$ cat src/rtl/produce_spawner_if.sv
// Spawn request channel from the spawner to the produce/object manager.
// A request transfers on any rising clk edge where spawn_valid && spawn_ready are both high.
// Once spawn_valid rises it stays high, with x/type/speed stable, until that transfer.
interface produce_spawner_if;
    logic       spawn_valid;
    logic       spawn_ready;
    logic [9:0] spawn_x;
    logic [2:0] spawn_type;
    logic [2:0] spawn_speed;
    logic [7:0] spawn_count;

    modport master (
        output spawn_valid, spawn_x, spawn_type, spawn_speed, spawn_count,
        input  spawn_ready
    );

    modport slave (
        input  spawn_valid, spawn_x, spawn_type, spawn_speed, spawn_count,
        output spawn_ready
    );
endinterface

$ cat src/rtl/produce_spawner.sv
// Turns the LFSR byte stream into frame-timed spawn requests (x, type, speed).
// The LFSR byte arrives on rand_byte because "rand" is a reserved word in SystemVerilog.
module produce_spawner #(
    parameter int X_MIN    = 64,
    parameter int MIN_GAP  = 8,
    parameter int GAP_STEP = 4,
    parameter int INIT_GAP = 4
) (
    input  logic               clk,
    input  logic               clr,
    input  logic               frame_tick,
    input  logic               enable,
    input  logic [7:0]         rand_byte,
    output logic [2:0]         fsm_state,
    produce_spawner_if.master  spawn
);
    typedef enum logic [2:0] {
        IDLE     = 3'd0,
        WAIT     = 3'd1,
        SAMPLE_A = 3'd2,
        SAMPLE_B = 3'd3,
        OFFER    = 3'd4
    } state_t;

    localparam logic [9:0] X_MIN_W    = 10'(X_MIN);
    localparam logic [7:0] MIN_GAP_B  = 8'(MIN_GAP);
    localparam logic [7:0] GAP_STEP_B = 8'(GAP_STEP);
    localparam logic [7:0] INIT_GAP_B = 8'(INIT_GAP);

    state_t     state, state_next;
    logic [7:0] gap_cnt;
    logic [7:0] next_gap;
    logic [9:0] x_q;
    logic [2:0] type_q;
    logic [2:0] speed_q;
    logic [7:0] count_q;

    logic load_init, load_next, dec, cap_a, cap_b, handshake;

    always_comb begin
        state_next = state;
        load_init  = 1'b0;
        load_next  = 1'b0;
        dec        = 1'b0;
        cap_a      = 1'b0;
        cap_b      = 1'b0;
        handshake  = 1'b0;
        unique case (state)
            IDLE: begin
                if (enable) begin
                    state_next = WAIT;
                    load_init  = 1'b1;
                end
            end
            WAIT: begin
                // Dropping enable wins over a final tick in the same cycle.
                if (!enable) begin
                    state_next = IDLE;
                end else if (frame_tick) begin
                    dec = 1'b1;
                    if (gap_cnt == 8'd1) state_next = SAMPLE_A;
                end
            end
            SAMPLE_A: begin
                cap_a      = 1'b1;
                state_next = SAMPLE_B;
            end
            SAMPLE_B: begin
                cap_b      = 1'b1;
                state_next = OFFER;
            end
            OFFER: begin
                if (spawn.spawn_ready) begin
                    handshake  = 1'b1;
                    load_next  = 1'b1;
                    state_next = enable ? WAIT : IDLE;
                end
            end
            default: state_next = IDLE;
        endcase
    end

    always_ff @(posedge clk or posedge clr) begin
        if (clr) state <= IDLE;
        else     state <= state_next;
    end

    always_ff @(posedge clk or posedge clr) begin
        if (clr) begin
            gap_cnt  <= 8'd0;
            next_gap <= 8'd0;
            x_q      <= 10'd0;
            type_q   <= 3'd0;
            speed_q  <= 3'd0;
            count_q  <= 8'd0;
        end else begin
            if (load_init)      gap_cnt <= INIT_GAP_B;
            else if (load_next) gap_cnt <= next_gap;
            else if (dec)       gap_cnt <= gap_cnt - 8'd1;

            if (cap_a) x_q <= X_MIN_W + {1'b0, rand_byte, 1'b0};

            // Second byte supplies type, speed (0 promoted to 1) and the following gap.
            if (cap_b) begin
                type_q   <= rand_byte[2:0];
                speed_q  <= (rand_byte[5:3] == 3'd0) ? 3'd1 : rand_byte[5:3];
                next_gap <= MIN_GAP_B + GAP_STEP_B * {6'd0, rand_byte[7:6]};
            end

            if (handshake) count_q <= count_q + 8'd1;
        end
    end

    assign spawn.spawn_valid = (state == OFFER);
    assign spawn.spawn_x     = x_q;
    assign spawn.spawn_type  = type_q;
    assign spawn.spawn_speed = speed_q;
    assign spawn.spawn_count = count_q;
    assign fsm_state         = state;
endmodule

$ cat src/flat_wrapper.sv
// flat-port wrapper written by rule: the top's interface ports become plain ports
module produce_spawner_flat 
#(
    parameter int X_MIN    = 64,
    parameter int MIN_GAP  = 8,
    parameter int GAP_STEP = 4,
    parameter int INIT_GAP = 4
)
  (clk, clr, frame_tick, enable, rand_byte, fsm_state, spawn_spawn_valid, spawn_spawn_x, spawn_spawn_type, spawn_spawn_speed, spawn_spawn_count, spawn_spawn_ready);
  produce_spawner_if spawn_i ();
  input  logic clk;
  input  logic clr;
  input  logic frame_tick;
  input  logic enable;
  input  logic [7:0] rand_byte;
  output logic [2:0] fsm_state;
  output wire logic [$bits(spawn_i.spawn_valid)-1:0] spawn_spawn_valid;
  output wire logic [$bits(spawn_i.spawn_x)-1:0] spawn_spawn_x;
  output wire logic [$bits(spawn_i.spawn_type)-1:0] spawn_spawn_type;
  output wire logic [$bits(spawn_i.spawn_speed)-1:0] spawn_spawn_speed;
  output wire logic [$bits(spawn_i.spawn_count)-1:0] spawn_spawn_count;
  input wire logic [$bits(spawn_i.spawn_ready)-1:0] spawn_spawn_ready;
  assign spawn_spawn_valid = spawn_i.spawn_valid;
  assign spawn_spawn_x = spawn_i.spawn_x;
  assign spawn_spawn_type = spawn_i.spawn_type;
  assign spawn_spawn_speed = spawn_i.spawn_speed;
  assign spawn_spawn_count = spawn_i.spawn_count;
  assign spawn_i.spawn_ready = spawn_spawn_ready;
  produce_spawner #(.X_MIN(X_MIN), .MIN_GAP(MIN_GAP), .GAP_STEP(GAP_STEP), .INIT_GAP(INIT_GAP)) u_core (.clk(clk), .clr(clr), .frame_tick(frame_tick), .enable(enable), .rand_byte(rand_byte), .fsm_state(fsm_state), .spawn(spawn_i));
endmodule
$ cat config.mk
export PLATFORM = sky130hd
export DESIGN_NAME = produce_spawner_flat
export DESIGN_NICKNAME = d
export VERILOG_FILES = /design/src/rtl/produce_spawner_if.sv /design/src/rtl/produce_spawner.sv /design/src/flat_wrapper.sv
export SDC_FILE = /design/constraint.sdc
export NUM_CORES = 1
export LEC_CHECK = 0
export ABC_CLOCK_PERIOD_IN_PS = 2560
export BUFFER_PORTS_ARGS = -buffer_cell sky130_fd_sc_hd__buf_4
export CORE_ASPECT_RATIO = 1.25
export CORE_MARGIN = 1.5
export CORE_UTILIZATION = 35
export DETAILED_ROUTE_END_ITERATION = 7
export GPL_TIMING_DRIVEN = 0
export HOLD_SLACK_MARGIN = 0.08
export PLACE_DENSITY_LB_ADDON = 0.3
export SYNTH_ARGS = -nofsm -noshare
export SYNTH_HDL_FRONTEND = slang
export SYNTH_SLANG_ARGS = --single-unit
$ cat constraint.sdc
create_clock -name clk -period 2.56 [get_ports clk]
set_input_delay 0.128 -clock clk [delete_from_list [all_inputs] [get_ports clk]]
set_output_delay 0.128 -clock clk [all_outputs]
set_load 0.05 [all_outputs]
==> results.env, run 1 <==
LAYOUT-AREA-OVERHEAD-VS-SYNTH_PCT=33.6
ASYNC_RESET_FF_SHARE_PCT=100
ANTENNA_FOUND_INITIAL=0
DRT-WIRELENGTH-PER-CELL_UM=13.2
CLKLATENCYLATEPIN_NS=0.29
MAXCLOCKFREQUENCY_GHz=0.536
CLOCK-ROOT-BUFFER='clkbuf_8'
WORST_HOLD_PATH_TYPE='input port to register'
POST_DETAILED_ROUTE_COUNT_OF_ANTENNA_VIOLATING_NETS=0
POWER_DENSITY_mW_PER_MM2=762
GRT_REMAINING_OVERFLOW=0
YOSYS_MOST_USED_DFF='dfrtp_1'
CP_MAX_FO=4
PLACE_HPWL_UM=2530
SLEW_AT_THE_PIN_WITH_THE_WORST_MAX_SLEW_SLACK_NS=0.776
FLOORPLAN.INITIALDENSITY_PCT=36.7
VDD_IR_DROP_MAX_uV=481
TOTAL_CTS_BUFFERS=5
FINAL_MAX_SLEW_VIOLS=0
SLEW_HEADROOM_PCT=48.2
LARGEST_NET_DEGREE_AT_THE_START_OF_GLOBAL_ROUTING=38
WIRELENGTH_UM=3560
TIMING.FINAL.CRIT_PERIOD_NS=1.86
SETUP.WORST_PATH.END_CLASS='register'
DRTPASS1ITERATIONS=4
CTS.HTREE.LEVELS=2
FIRST_GLOBAL_VIAS=1258
REMAINING_DRC_ERRORS=0
SYNTH.LIB_CELLS_USED.DISTINCT=42
CRITPATHARRIVALTIME_NS=2.02
FINALSETUPTNS_NS=0
FINAL.HOLD.WORST_SLACK_NS=0.0897
POST_CTS.RESIZED_INSTANCES=0
FINALHOLDVIOLCOUNT=0
LAYOUT.CELLS.MOST_COMMON_LIST='40 x buf_4, 37 x dfrtp_1, 13 x mux2_2'
STATUS='finished clean'
GRT_FIRST_PASS_WIRELENGTH_UM=5830
DIEWIDTH_UM=66.4
ANTENNA-DIODE-COUNT=0
MAXCAPVIOLCOUNT=0
CORE_AREA_MM2=0.00480
CRITPATHKIND='register to register'
LAYOUT_WORST_PATH_CYCLE_SHARE_PCT=72.8
NUMBER_OF_SYNTHESIZED_FLOPS_WITH_AN_ENABLE_PIN=0
FLOORPLAN.DIE.HEIGHT_UM=82.3
DIE_AREA_MM2=0.00546
ITERATION_0_DRC_MARKERS=28
TRACK_USAGE_PCT=14.4
SYNTH-SEQ-CELLS=37
VIASPERCELL=4.81
POWER.LEAKAGE_nW=1.14
TIMING.CRITICAL_PATH.FROM_TYPE='register'
SYN-NUM-NETS=171
FINAL_NET_COUNT=226
CLKSLEWWORSTSETUPHOLDPATHS_NS=0.08
GP_ROUTABILITY_CONGESTION=0.746
SYNTH_SEQ_AREA_SHARE_PCT=52.6
SYNTH.YOSYS.WARNINGS=0
IO_PINS=41
DRIVE_ABOVE_1_SHARE_PCT=35.2
IO_BUFFERS=39
MAPPEDNETLISTAREA_MM2=0.00176
CLK_PATH_BUF_DEPTH=2
SYNTH.AVG_CELL_AREA_UM2=11.4
SETUP_REPAIR_AFTER_GLOBAL_ROUTING_MISSED_ITS_MARGIN='no'
FINAL.FILL_COUNT=451
WORST_CLOCK_SKEW_ON_THE_FINAL_LAYOUT_NS=0.00632
WORST_EP_REQUIRED_TIME_NS=2.71
TRITONCTS_NUM_SINKS=37
MOST_COMMON_CELL_AFTER_LAYOUT_FILL_AND_TAPS_ASIDE='buf_4'
FP-ROW-COUNT=28
NUM_VIAS=1300
POST_SYNTH_INST_COUNT=154
CTS_TREE='done'
SETUP_VIOL=0
==> worst paths after layout <==
check / start / endpoint / slack (ns) / cells after the start
setup / recovery: u_core.gap_cnt[0] / u_core.gap_cnt[6] / 0.70 / 6
hold / removal: rand_byte[6] / u_core.next_gap[2] / 0.09 / 2
setup reg to reg: u_core.gap_cnt[0] / u_core.gap_cnt[6] / 0.70 / 6
hold reg to reg: u_core.spawn.spawn_count[7] / u_core.spawn.spawn_count[7] / 0.47 / 1
max in group asynchronous: clr / u_core.fsm_state[1] / 1.52 / 3
min in group asynchronous: clr / u_core.spawn.spawn_count[0] / 0.55 / 3
==> critical path, cell delays in order (launching register included) <==
cell and delay [ns]:
dfrtp_1 0.43, inv_1 0.09, ha_1 0.19, or3b_1 0.40, or4_1 0.43, xor2_1 0.14
nor2_1 0.05
==> Yosys cell counts, types with 3 or more instances <==
cell type   n  share of area [%]
nand2_1     9                1.9
xnor2_1     9                4.5
nor2_1     10                2.1
buf_2       6                1.7
nand4_1     5                1.8
mux2_2     13                8.3
dfrtp_1    37                 53
mux2i_1     3                1.7
inv_1      10                2.1
ha_1        4                2.8
nor3_1      3               0.85
o21ai_0     6                1.7
and3_1      3                1.1
nand3_1     3               0.85
==> stage by stage <==
step | setup WS, ns | cells | total power, mW | instance area [um2] | utilization [%]
final | 0.696 | 270 | 1.79 | 2350 | 49.0
after global placement | 0.727 | 253 | 1.19 | 2130 | 44.3
after CTS | 0.709 | 270 | 1.81 | 2350 | 49.0
after detailed placement | 0.726 | 253 | 1.20 | 2130 | 44.3
after global routing | 0.632 | 270 | 1.87 | 2350 | 49.0
after floorplan | 0.665 | 154 | 1.05 | 1760 | -
==> registers in the layout, indices dropped and copies added, names as in the netlist <==
name                      cells
u_core.next_gap               3
u_core.fsm_state              3
u_core.spawn.spawn_x          9
u_core.gap_cnt                8
u_core.spawn.spawn_type       3
u_core.spawn.spawn_count      8
u_core.spawn.spawn_speed      3
==> logic make-up after synthesis <==
kind of cell / count (synthesis) / synth area share [%]
buffers and inverters: 17 / 4.27
adders and majority gates: 4 / 2.85
muxes: 17 / 10.7
xor gates and xnor gates: 11 / 5.48
AOI/OAI and AO/OA: 16 / 6.05
other: 1 / 0.213
DFF: 37 / 52.6
and+or+nand+nor: 51 / 17.9
==> layer usage <==
| metal | part of all wire [%] | global-route usage [%] | vias to the layer above |
|---|---|---|---|
| li1 | - | - | 642 |
| met1 | 46 | 17.7 | 616 |
| met2 | 46 | 22.7 | 35 |
| met3 | 5.5 | 3.52 | 7 |
| met4 | 2.4 | 8.57 | 0 |
| met5 | 0 | 0 | - |
==> layout make-up <==
cell class	count	area [um2]	area share, %
sequential	37	926	39.4
multi-input combinational	100	758	32.3
timing repair buffer	48	383	16.3
tap	60	75.1	3.19
clock buffer	5	68.8	2.93
clock inverter	3	65.1	2.77
buffer	7	37.5	1.60
inverter	10	37.5	1.60
==> repair_timing <==
action / 4_1_cts / 5_1_grt
hold buffers: 9 / 0
hold endpoints to repair: 47 / 0
setup buffers: 0 / 0
==> power by group <==
group	switching [mW]	internal (mW)
Clock	0.211	0.387
Combinational	0.307	0.170
Sequential	0.0515	0.665
Total	0.569	1.22
(Power assumes the default switching activity.)
==> run 2, diff against run 1 <==
Settings changed: ABC_CLOCK_PERIOD_IN_PS 2560 to 1700.
Clock period 2.56 ns to 1.7 ns, I/O delays scaled along.
==> run 2 against run 1 <==
Net effect: the flow now finishes with violations (setup timing); combinational power rose by 64%; global-route usage fell by 0.058 points; clock power is 31% higher; critical path depth stayed put; worst hold slack better by 0.017 ns; die area did not move; design area up 3.4%; sequential power grew 51%; fmax rose by 7.9%; clock skew up 0.0028 ns; core utilization grew 1.6 points; first-iteration DRC count up 100%; critical endpoint unchanged.
==> results.env, run 2 (same netlist as run 1, synthesis figures left out) <==
CPPEAKSTAGEDELAY_NS=0.42
CLK_PATH_BUF_DEPTH=2
STARTPOINT_OF_THE_WORST_SETUP_TIMING_PATH='u_core.gap_cnt[0]'
CRIT_CHAIN='inv_2, ha_4, or3b_4, or4_4, xor2_1, nor2_1'
POWER.LEAKAGE_nW=1.17
CRITPATHKIND='register to register'
MAXCAPVIOLCOUNT=0
WIRELENGTH_UM=3640
REG2REG_DEPTH=6
VIASPERCELL=4.82
NUM_VIAS=1334
MULTI_INPUT_COMB_AREA_UM2=791
CTS.HTREE.LEVELS=2
PLACE_HPWL_UM=2510
FINAL_NET_COUNT=233
REMAINING_DRC_ERRORS=0
IO_BUFFERS=39
SLOWEST_STAGE='or4_4'
VDD_IR_DROP_MAX_uV=825
SLEW_HEADROOM_PCT=49.0
MOST_COMMON_CELL_AFTER_LAYOUT_FILL_AND_TAPS_ASIDE='buf_4'
SLEW_AT_THE_PIN_WITH_THE_WORST_MAX_SLEW_SLACK_NS=0.764
MAXCLOCKFREQUENCY_GHz=0.579
FINALSETUPTNS_NS=-0.0340
TIMING.FINAL.CRIT_PERIOD_NS=1.73
FLOORPLAN.INITIALDENSITY_PCT=36.7
SETUP_VIOL=2
LARGEST_NET_DEGREE_AT_THE_START_OF_GLOBAL_ROUTING=38
GRT_REMAINING_OVERFLOW=0
DIE_AREA_MM2=0.00546
VIOLATED_CHECKS='setup timing'
FIRST_GLOBAL_VIAS=1299
DRTPASS1ITERATIONS=4
FLOORPLAN.DIE.HEIGHT_UM=82.3
ANTENNA_FOUND_INITIAL=0
POSTLAYOUTSETUPSLACKWORST_NS=-0.0283
WORST_HOLD_PATH_TYPE='input port to register'
CLOCK-ROOT-BUFFER='clkbuf_8'
SETUP.WORST_PATH.END_CLASS='register'
FINAL.FILL_COUNT=437
FINAL_MAX_SLEW_VIOLS=0
FINALHOLDVIOLCOUNT=0
DRT-WIRELENGTH-PER-CELL_UM=13.1
CRITPATHARRIVALTIME_NS=1.88
CORE_AREA_MM2=0.00480
FP-ROW-COUNT=28
POST_DETAILED_ROUTE_COUNT_OF_ANTENNA_VIOLATING_NETS=0
TRITONCTS_NUM_SINKS=37
TIMING.CRITICAL_PATH.FROM_TYPE='register'
CTS_TREE='done'
STATUS='finished, violations left'
ANTENNA-DIODE-COUNT=0
WORST_CLOCK_SKEW_ON_THE_FINAL_LAYOUT_NS=0.00913
GP_ROUTABILITY_CONGESTION=0.762
REG_TO_REG_CRITICAL_PATH_STARTPOINT='u_core.gap_cnt[0]'
TIMING.HOLD.WORST_PATH_DEPTH=2
DRIVE_ABOVE_1_SHARE_PCT=40.6
ITERATION_0_DRC_MARKERS=57
CP.DEPTH=6
LARGEST_REGISTER_FFS=9
FINAL.HOLD.WORST_SLACK_NS=0.107
WORSTHOLDSTART='enable'
CLKSLEWWORSTSETUPHOLDPATHS_NS=0.08
TOTAL_CTS_BUFFERS=5
CLKLATENCYLATEPIN_NS=0.28
REGAREA_UM2=930
WORST_EP_REQUIRED_TIME_NS=1.85
TRACK_USAGE_PCT=14.3
LAYOUT-AREA-OVERHEAD-VS-SYNTH_PCT=38.1
IO_PINS=41
SETUP_REPAIR_AFTER_GLOBAL_ROUTING_MISSED_ITS_MARGIN='yes'
DIEWIDTH_UM=66.4
LAYOUT_WORST_PATH_CYCLE_SHARE_PCT=102
CP_MAX_FO=3
POWER_DENSITY_mW_PER_MM2=1090
LAYOUT.CELLS.MOST_COMMON_LIST='46 x buf_4, 34 x dfrtp_1, 13 x mux2_2'
GRT_FIRST_PASS_WIRELENGTH_UM=5950
DESIGN_POWER_mW=2.64
WORST_PATH_DOMINANT_CELL_FAMILY='simple AND/OR/NAND/NOR gates'
WORSTPATHBUFFERINVERTERCOUNT=1
run 2: power breakdown:
group	switching (mW)	total, mW	internal, mW
Combinational	0.486	0.783	0.298
Sequential	0.0767	1.08	1.00
Clock	0.304	0.782	0.478
run 2: worst register-to-register path, cell delays in order (launching register included):
cell and delay (ns):
dfrtp_1 0.39, inv_2 0.08, ha_4 0.14, or3b_4 0.37, or4_4 0.42, xor2_1 0.14
nor2_1 0.05
run 2: cell type report:
| class | count | area share (%) |
|---|---|---|
| repair buffers | 55 | 18.0 |
| multi-input cells | 100 | 32.5 |
| clock inverters | 1 | 1.24 |
| clock buffers | 7 | 3.55 |
| inverters | 10 | 1.54 |
| well taps | 60 | 3.09 |
| plain buffers | 7 | 1.75 |
| flip-flops and latches | 37 | 38.3 |
run 2: path summary, 6_finish.rpt:
| check | to | slack (ns) |
|---|---|---|
| min reg2reg | u_core.spawn.spawn_count[7] | 0.48 |
| max | u_core.gap_cnt[6] | -0.03 |
| min in group asynchronous | u_core.gap_cnt[5] | 0.50 |
| max in group asynchronous | u_core.fsm_state[1] | 0.67 |
| min | u_core.fsm_state[0] | 0.11 |
| max reg2reg | u_core.gap_cnt[6] | -0.03 |
run 2: layer usage:
metal  global-route usage, %  wire, um  vias to the layer above  part of all wire [%]
met5                       0         0                        -                     0
met4                    4.90        39                        0                   1.1
met3                    4.61       188                        4                   5.2
met2                    23.2      1790                       35                    49
met1                    18.0      1630                      637                    45
li1                        -         -                      658                     -
run 2: timing repair:
action,4_1_cts,5_1_grt
gates resized for setup,5,4
endpoints found under the setup margin,1,10
hold buffers,10,0
endpoints found under the hold margin,54,0
pin swaps,0,1
setup buffers,3,3
run 2: stage by stage:
step	std cells	util, %	area [um2]	worst slack (ns)
after global routing	277	50.6	2430	-0.115
after CTS	274	49.8	2390	-0.0359
after global placement	253	44.5	2140	-0.130
after detailed placement	253	44.5	2140	-0.128
final	277	50.6	2430	-0.0283
after floorplan	154	-	1770	-0.0307
